==> src/rtl/pwm_power_test_seq.sv <==
// ESC/servo power-test sequencer: debounced start, arm at minimum duty, ramp to
// maximum, hold, ramp back down. Duty updates only land on PWM frame boundaries.
module pwm_power_test_seq #(
   parameter int DEBOUNCE_CYCLES = 3000000,
   parameter int DUTY_MIN        = 12000,
   parameter int DUTY_MAX        = 24000,
   parameter int STEP            = 600,
   parameter int ARM_FRAMES      = 100,
   parameter int HOLD_FRAMES     = 150
) (
   input  logic        i_clk,
   input  logic        i_rst,
   input  logic        i_start,
   input  logic        i_abort,
   input  logic        i_frame_tick,
   output logic [17:0] o_duty_esc,
   output logic [17:0] o_duty_servo1,
   output logic [17:0] o_duty_servo2,
   output logic        o_busy,
   output logic        o_done,
   output logic [2:0]  o_state
);

   localparam int              DB_W       = (DEBOUNCE_CYCLES > 1) ? $clog2(DEBOUNCE_CYCLES) : 1;
   localparam logic [DB_W-1:0] DB_LAST    = DB_W'(DEBOUNCE_CYCLES - 1);
   localparam logic [17:0]     D_MIN      = 18'(DUTY_MIN);
   localparam logic [17:0]     D_MAX      = 18'(DUTY_MAX);
   localparam logic [17:0]     MIRROR_SUM = 18'(DUTY_MIN + DUTY_MAX);
   localparam logic [18:0]     STEP_W     = 19'(STEP);
   localparam logic [15:0]     ARM_LAST   = 16'(ARM_FRAMES - 1);
   localparam logic [15:0]     HOLD_LAST  = 16'(HOLD_FRAMES - 1);

   typedef enum logic [2:0] {
      S_IDLE      = 3'd0,
      S_ARM       = 3'd1,
      S_RAMP_UP   = 3'd2,
      S_HOLD      = 3'd3,
      S_RAMP_DOWN = 3'd4,
      S_DONE      = 3'd5
   } state_t;

   state_t             state_r;
   state_t             state_nxt_s;
   logic [DB_W-1:0]    db_cnt_r;
   logic               stage1_r;
   logic               stage2_r;
   logic               sample_en_s;
   logic               start_pulse_s;
   logic [15:0]        frame_cnt_r;
   logic [17:0]        esc_r;
   logic [17:0]        esc_nxt_s;
   logic [17:0]        servo1_r;
   logic [17:0]        servo2_r;
   logic               busy_r;
   logic               done_r;
   logic [18:0]        sum_s;
   logic signed [18:0] diff_s;
   logic [17:0]        mirror_s;

   // One extra bit on sum/difference keeps saturation free of wrap-around.
   assign sample_en_s   = (db_cnt_r == DB_LAST);
   assign start_pulse_s = sample_en_s & stage1_r & ~stage2_r;
   assign sum_s         = {1'b0, esc_r} + STEP_W;
   assign diff_s        = signed'({1'b0, esc_r}) - signed'(STEP_W);
   assign mirror_s      = MIRROR_SUM - esc_nxt_s;

   // Slow sampling of the raw start button and its rising-edge history.
   always_ff @(posedge i_clk or posedge i_rst) begin
      if (i_rst) begin
         db_cnt_r <= '0;
         stage1_r <= 1'b0;
         stage2_r <= 1'b0;
      end else if (sample_en_s) begin
         db_cnt_r <= '0;
         stage1_r <= i_start;
         stage2_r <= stage1_r;
      end else begin
         db_cnt_r <= db_cnt_r + 1'b1;
      end
   end

   // Next state and next ESC duty; abort overrides every other event.
   always_comb begin
      state_nxt_s = state_r;
      esc_nxt_s   = esc_r;
      if (i_abort) begin
         state_nxt_s = S_IDLE;
         esc_nxt_s   = D_MIN;
      end else begin
         case (state_r)
            S_IDLE, S_DONE: begin
               if (start_pulse_s) begin
                  state_nxt_s = S_ARM;
                  esc_nxt_s   = D_MIN;
               end else begin
                  state_nxt_s = state_r;
               end
            end
            S_ARM: begin
               if (i_frame_tick && (frame_cnt_r == ARM_LAST)) begin
                  state_nxt_s = S_RAMP_UP;
               end else begin
                  state_nxt_s = S_ARM;
               end
            end
            S_RAMP_UP: begin
               if (i_frame_tick && (sum_s >= {1'b0, D_MAX})) begin
                  esc_nxt_s   = D_MAX;
                  state_nxt_s = S_HOLD;
               end else if (i_frame_tick) begin
                  esc_nxt_s   = sum_s[17:0];
               end else begin
                  esc_nxt_s   = esc_r;
               end
            end
            S_HOLD: begin
               if (i_frame_tick && (frame_cnt_r == HOLD_LAST)) begin
                  state_nxt_s = S_RAMP_DOWN;
               end else begin
                  state_nxt_s = S_HOLD;
               end
            end
            S_RAMP_DOWN: begin
               if (i_frame_tick && (diff_s <= signed'({1'b0, D_MIN}))) begin
                  esc_nxt_s   = D_MIN;
                  state_nxt_s = S_DONE;
               end else if (i_frame_tick) begin
                  esc_nxt_s   = diff_s[17:0];
               end else begin
                  esc_nxt_s   = esc_r;
               end
            end
            default: begin
               state_nxt_s = S_IDLE;
               esc_nxt_s   = D_MIN;
            end
         endcase
      end
   end

   // State, frame counter and all outputs are registered together.
   always_ff @(posedge i_clk or posedge i_rst) begin
      if (i_rst) begin
         state_r     <= S_IDLE;
         frame_cnt_r <= 16'd0;
         esc_r       <= D_MIN;
         servo1_r    <= D_MIN;
         servo2_r    <= D_MAX;
         busy_r      <= 1'b0;
         done_r      <= 1'b0;
      end else begin
         state_r  <= state_nxt_s;
         esc_r    <= esc_nxt_s;
         servo1_r <= esc_nxt_s;
         servo2_r <= mirror_s;
         busy_r   <= (state_nxt_s == S_ARM) || (state_nxt_s == S_RAMP_UP) ||
                     (state_nxt_s == S_HOLD) || (state_nxt_s == S_RAMP_DOWN);
         done_r   <= (state_nxt_s == S_DONE);
         if (state_nxt_s != state_r) begin
            frame_cnt_r <= 16'd0;
         end else if (i_frame_tick) begin
            frame_cnt_r <= frame_cnt_r + 16'd1;
         end else begin
            frame_cnt_r <= frame_cnt_r;
         end
      end
   end

   assign o_duty_esc    = esc_r;
   assign o_duty_servo1 = servo1_r;
   assign o_duty_servo2 = servo2_r;
   assign o_busy        = busy_r;
   assign o_done        = done_r;
   assign o_state       = state_r;

endmodule

==> config.mk <==
export PLATFORM = sky130hd
export DESIGN_NAME = pwm_power_test_seq
export DESIGN_NICKNAME = d
export VERILOG_FILES = /design/src/rtl/pwm_power_test_seq.sv
export SDC_FILE = /design/constraint.sdc
export NUM_CORES = 1
export LEC_CHECK = 0
export CORE_MARGIN = 8
export CORE_UTILIZATION = 57
export DETAILED_ROUTE_END_ITERATION = 12
export GPL_ROUTABILITY_DRIVEN = 0
export GPL_TIMING_DRIVEN = 0
export PLACE_DENSITY_LB_ADDON = 0.25
export SYNTH_ARGS = -nofsm -noshare
export SYNTH_HDL_FRONTEND = slang
export SYNTH_SLANG_ARGS = --single-unit
==> constraint.sdc <==
create_clock -name i_clk -period 5.2 [get_ports i_clk]
set_input_delay 1.04 -clock i_clk [delete_from_list [all_inputs] [get_ports i_clk]]
set_output_delay 1.04 -clock i_clk [all_outputs]
set_load 0.02 [all_outputs]
==> impl_metrics.json <==
{
  "cts_root_buf": "clkbuf_8",
  "grtUsageMet3_pct": 5.10,
  "seqCellArea_sq_mm": 0.00202,
  "use_met2_pct": 36.1,
  "cp_num_cells": 15,
  "cp_data_required_time_ns": 5.44,
  "period_needed_ns": 4.48,
  "post-route-period-util_pct": 86.1,
  "drive_above_1_share_pct": 11.8,
  "grt_busiest_layer": "met2",
  "antenna_found_initial": 0,
  "die_h_um": 112,
  "synthTopCellsByArea": "dfrtp_1 31%, dfstp_2 6.9%, nor2_1 5.6%",
  "worst_path_max_delay_cell": "a211oi_1",
  "multiInputGateArea_sq_mm": 0.00291,
  "clk_latency_ns": 0.35,
  "cp-startpoint": "o_duty_servo1[3]$_DFF_PP0_",
  "yosys_warnings": 0,
  "end_kind": "flop",
  "r2r-end": "o_duty_servo2[17]$_DFF_PP0_",
  "antenna_left": 0,
  "area_growth_syn_to_layout_pct": 19.0,
  "fmax_ghz": 0.223,
  "remaining_drc_errors": 0,
  "wl_um": 13900,
  "hold_viol": 0,
  "avgViaCountPerCell": 6.24,
  "post_cts_buffers": 0,
  "core_area_sq_mm": 0.00911,
  "syn-num-nets": 629,
  "port_buffers": 62,
  "post_cts_resized": 0,
  "grt_pass1_wl_um": 23000,
  "avgRoutedWirePerCell_um": 17.2,
  "first_global_vias": 4840,
  "seq_area_frac_synth_pct": 38.1,
  "grt_util_met1_pct": 26.6,
  "regToRegStartpoint": "o_duty_servo1[3]$_DFF_PP0_",
  "slew_violations": 0,
  "clock_path_buffers": 2,
  "layout.cells.non_filler": 808,
  "tightest_slew_ns": 0.849,
  "clkTransAtPathRegs_ns": 0.08,
  "ys.flop_type": "dfrtp_1",
  "setup.worst_path.end": "o_duty_servo2[17]$_DFF_PP0_",
  "cts_buffers": 9,
  "ys_types": 79,
  "final_common_cell": "nor2_1",
  "layout_common_cells": "79 x nor2_1, 66 x dfrtp_1, 62 x clkdlybuf4s50_1",
  "num_io_pins": 64,
  "setup_ws_ns": 0.722,
  "hpwl_um": 10300,
  "synth_top_area_share_pct": 31.2,
  "vias": 5045,
  "grt_max_degree": 45,
  "status": "complete, no violations",
  "cp_top_family": "compound AO/OA/AOI/OAI gates",
  "overflow": 0,
  "reg2reg_slack_ns": 0.72,
  "worstSetupPathType": "flop to flop",
  "worstPathArrival_ns": 4.72,
  "synth_edf_count": 0,
  "path_buf_inv": 3,
  "min_delay_path_depth": 1,
  "holdWs_ns": 0.481,
  "ir_drop_mv": 0.193,
  "slew-limit-headroom_pct": 42.9,
  "gr-usage-all-layers_pct": 21.9,
  "start_util_pct": 58.2,
  "crit_path_max_fanout": 10,
  "syn_area_per_cell_sq_um": 8.57,
  "r2r_cells": 15,
  "clock_sinks": 80,
  "die_w_um": 112,
  "final_nets": 703,
  "power.density_mw_per_mm2": 206,
  "cts_tree": "yes",
  "crit_path_start_kind": "flop",
  "hold_path_class": "flop to flop",
  "syn_inst": 618,
  "fin_skew_ns": 0.0113,
  "first_pass_iters": 5,
  "fin_setup_tns_ns": 0,
  "dieArea_sq_mm": 0.0126,
  "synth_top_cell_by_area": "dfrtp_1",
  "netlist_area_sq_mm": 0.00530,
  "cts_max_level": 3,
  "power_w": 0.00130,
  "dpl_worst_slack_ns": 0.846,
  "path_cells": "buf_2 -> inv_1 -> ha_1 -> nand2b_1 -> a211oi_1 -> xor2_1 -> a21oi_1 -> o21a_1 -> buf_2 -> o21ai_0 -> nor4b_2 -> nand4_1 -> a2111o_1 -> a21oi_1 -> mux2_1",
  "slowest_delay_ns": 0.48,
  "setup_viol": 0,
  "rsz0062_at_grt": "false",
  "drt_iter0_drc": 439,
  "cts_hold_buf": 0,
  "n_antenna_cell": 0,
  "power.leakage_nw": 2.68,
  "place_inst": 792,
  "cap_violations": 0,
  "synthArstFlopShare_pct": 100,
  "placementRows": 35,
  "fillers": 734,
  "ys_ff_latch": 80
}
-- worst register-to-register path: stages, from the launching register on --
cell,delay (ns)
dfrtp_1,0.42
buf_2,0.24
inv_1,0.08
ha_1,0.24
nand2b_1,0.25
a211oi_1,0.48
xor2_1,0.12
a21oi_1,0.24
o21a_1,0.22
buf_2,0.25
o21ai_0,0.14
nor4b_2,0.41
nand4_1,0.31
a2111o_1,0.44
a21oi_1,0.16
mux2_1,0.36
-- how the worst min path moves through the flow --
stage / to / startpoint
2_1_floorplan: db_cnt_r[4]$_DFF_PP0_ / db_cnt_r[4]$_DFF_PP0_
3_3_place_gp: db_cnt_r[4]$_DFF_PP0_ / db_cnt_r[4]$_DFF_PP0_
3_5_place_dp: db_cnt_r[4]$_DFF_PP0_ / db_cnt_r[4]$_DFF_PP0_
4_1_cts: db_cnt_r[4]$_DFF_PP0_ / db_cnt_r[4]$_DFF_PP0_
5_1_grt: db_cnt_r[4]$_DFF_PP0_ / db_cnt_r[4]$_DFF_PP0_
6_report: db_cnt_r[4]$_DFF_PP0_ / db_cnt_r[4]$_DFF_PP0_
-- power breakdown --
group	total [W]	internal, W	switching [W]
Combinational	0.000122	0.0000432	0.0000791
Sequential	0.000675	0.000649	0.0000268
Clock	0.000500	0.000284	0.000217
-- metrics by stage --
| stage | utilization (%) | cell area (sq um) |
|---|---|---|
| after detailed placement | 66.8 | 6080 |
| after global placement | 66.5 | 6060 |
| final | 69.2 | 6310 |
| after CTS | 69.2 | 6300 |
| after global routing | 69.2 | 6310 |
| after floorplan | - | 5300 |
-- sequential cells by signal, indices dropped and copies added (netlist names) --
| name | flops |
|---|---|
| o_duty_servo1 | 17 |
| db_cnt_r | 22 |
| o_duty_servo2 | 18 |
| o_state | 3 |
| o_done | 1 |
| stage1_r | 1 |
| o_busy | 1 |
| frame_cnt_r | 16 |
| stage2_r | 1 |
-- metal layers --
layer / vias to the layer above / part of all wire [%]
met5: - / 0
met4: 0 / 2.8
met3: 32 / 8.6
met2: 250 / 48
met1: 2409 / 41
li1: 2354 / -
-- final cells by class --
class,instances,area share (%)
multi-input combinational,464,46.2
clock buffer,11,2.24
tap,111,2.20
sequential,80,32.0
clock inverter,5,1.25
buffer,50,4.48
timing repair buffer,63,10.2
inverter,24,1.47
-- cells in the mapped netlist, types with 3 or more instances --
master,n
nand2_1,44
o21bai_1,4
nor3_1,13
nor2_1,79
a32oi_1,3
o2111ai_1,3
a21oi_1,38
nor4b_1,4
o211ai_1,8
dfstp_2,14
buf_4,19
dfrtp_1,66
nand3_1,26
or2_2,5
nand2b_1,8
o311ai_0,3
a21o_1,4
and4_1,3
nand4_1,16
a31oi_1,6
nor4_1,8
or3_1,10
ha_1,6
and2_1,4
a211oi_1,9
o211a_1,4
o21a_1,4
xor2_1,28
inv_1,22
mux2_2,3
and3_1,10
clkbuf_1,22
xnor2_1,26
nor2b_1,4
o21ai_0,29
buf_2,6
o31ai_1,4
-- kinds of logic (layout without fill, tap and decap cells) --
group                    after synthesis  in the layout  synth area share (%)
buffers and inverters                 74            153                  7.04
XOR/XNOR                              54             54                  8.93
adder cells (fa/ha/maj)                6              6                  1.42
multiplexers                           6              6                  1.23
AO/OA/AOI/OAI                        151            151                  19.4
flip-flops                            80             80                  38.1
AND/OR/NAND/NOR                      247            247                  23.8
Power figures use the tool's default switching activity.
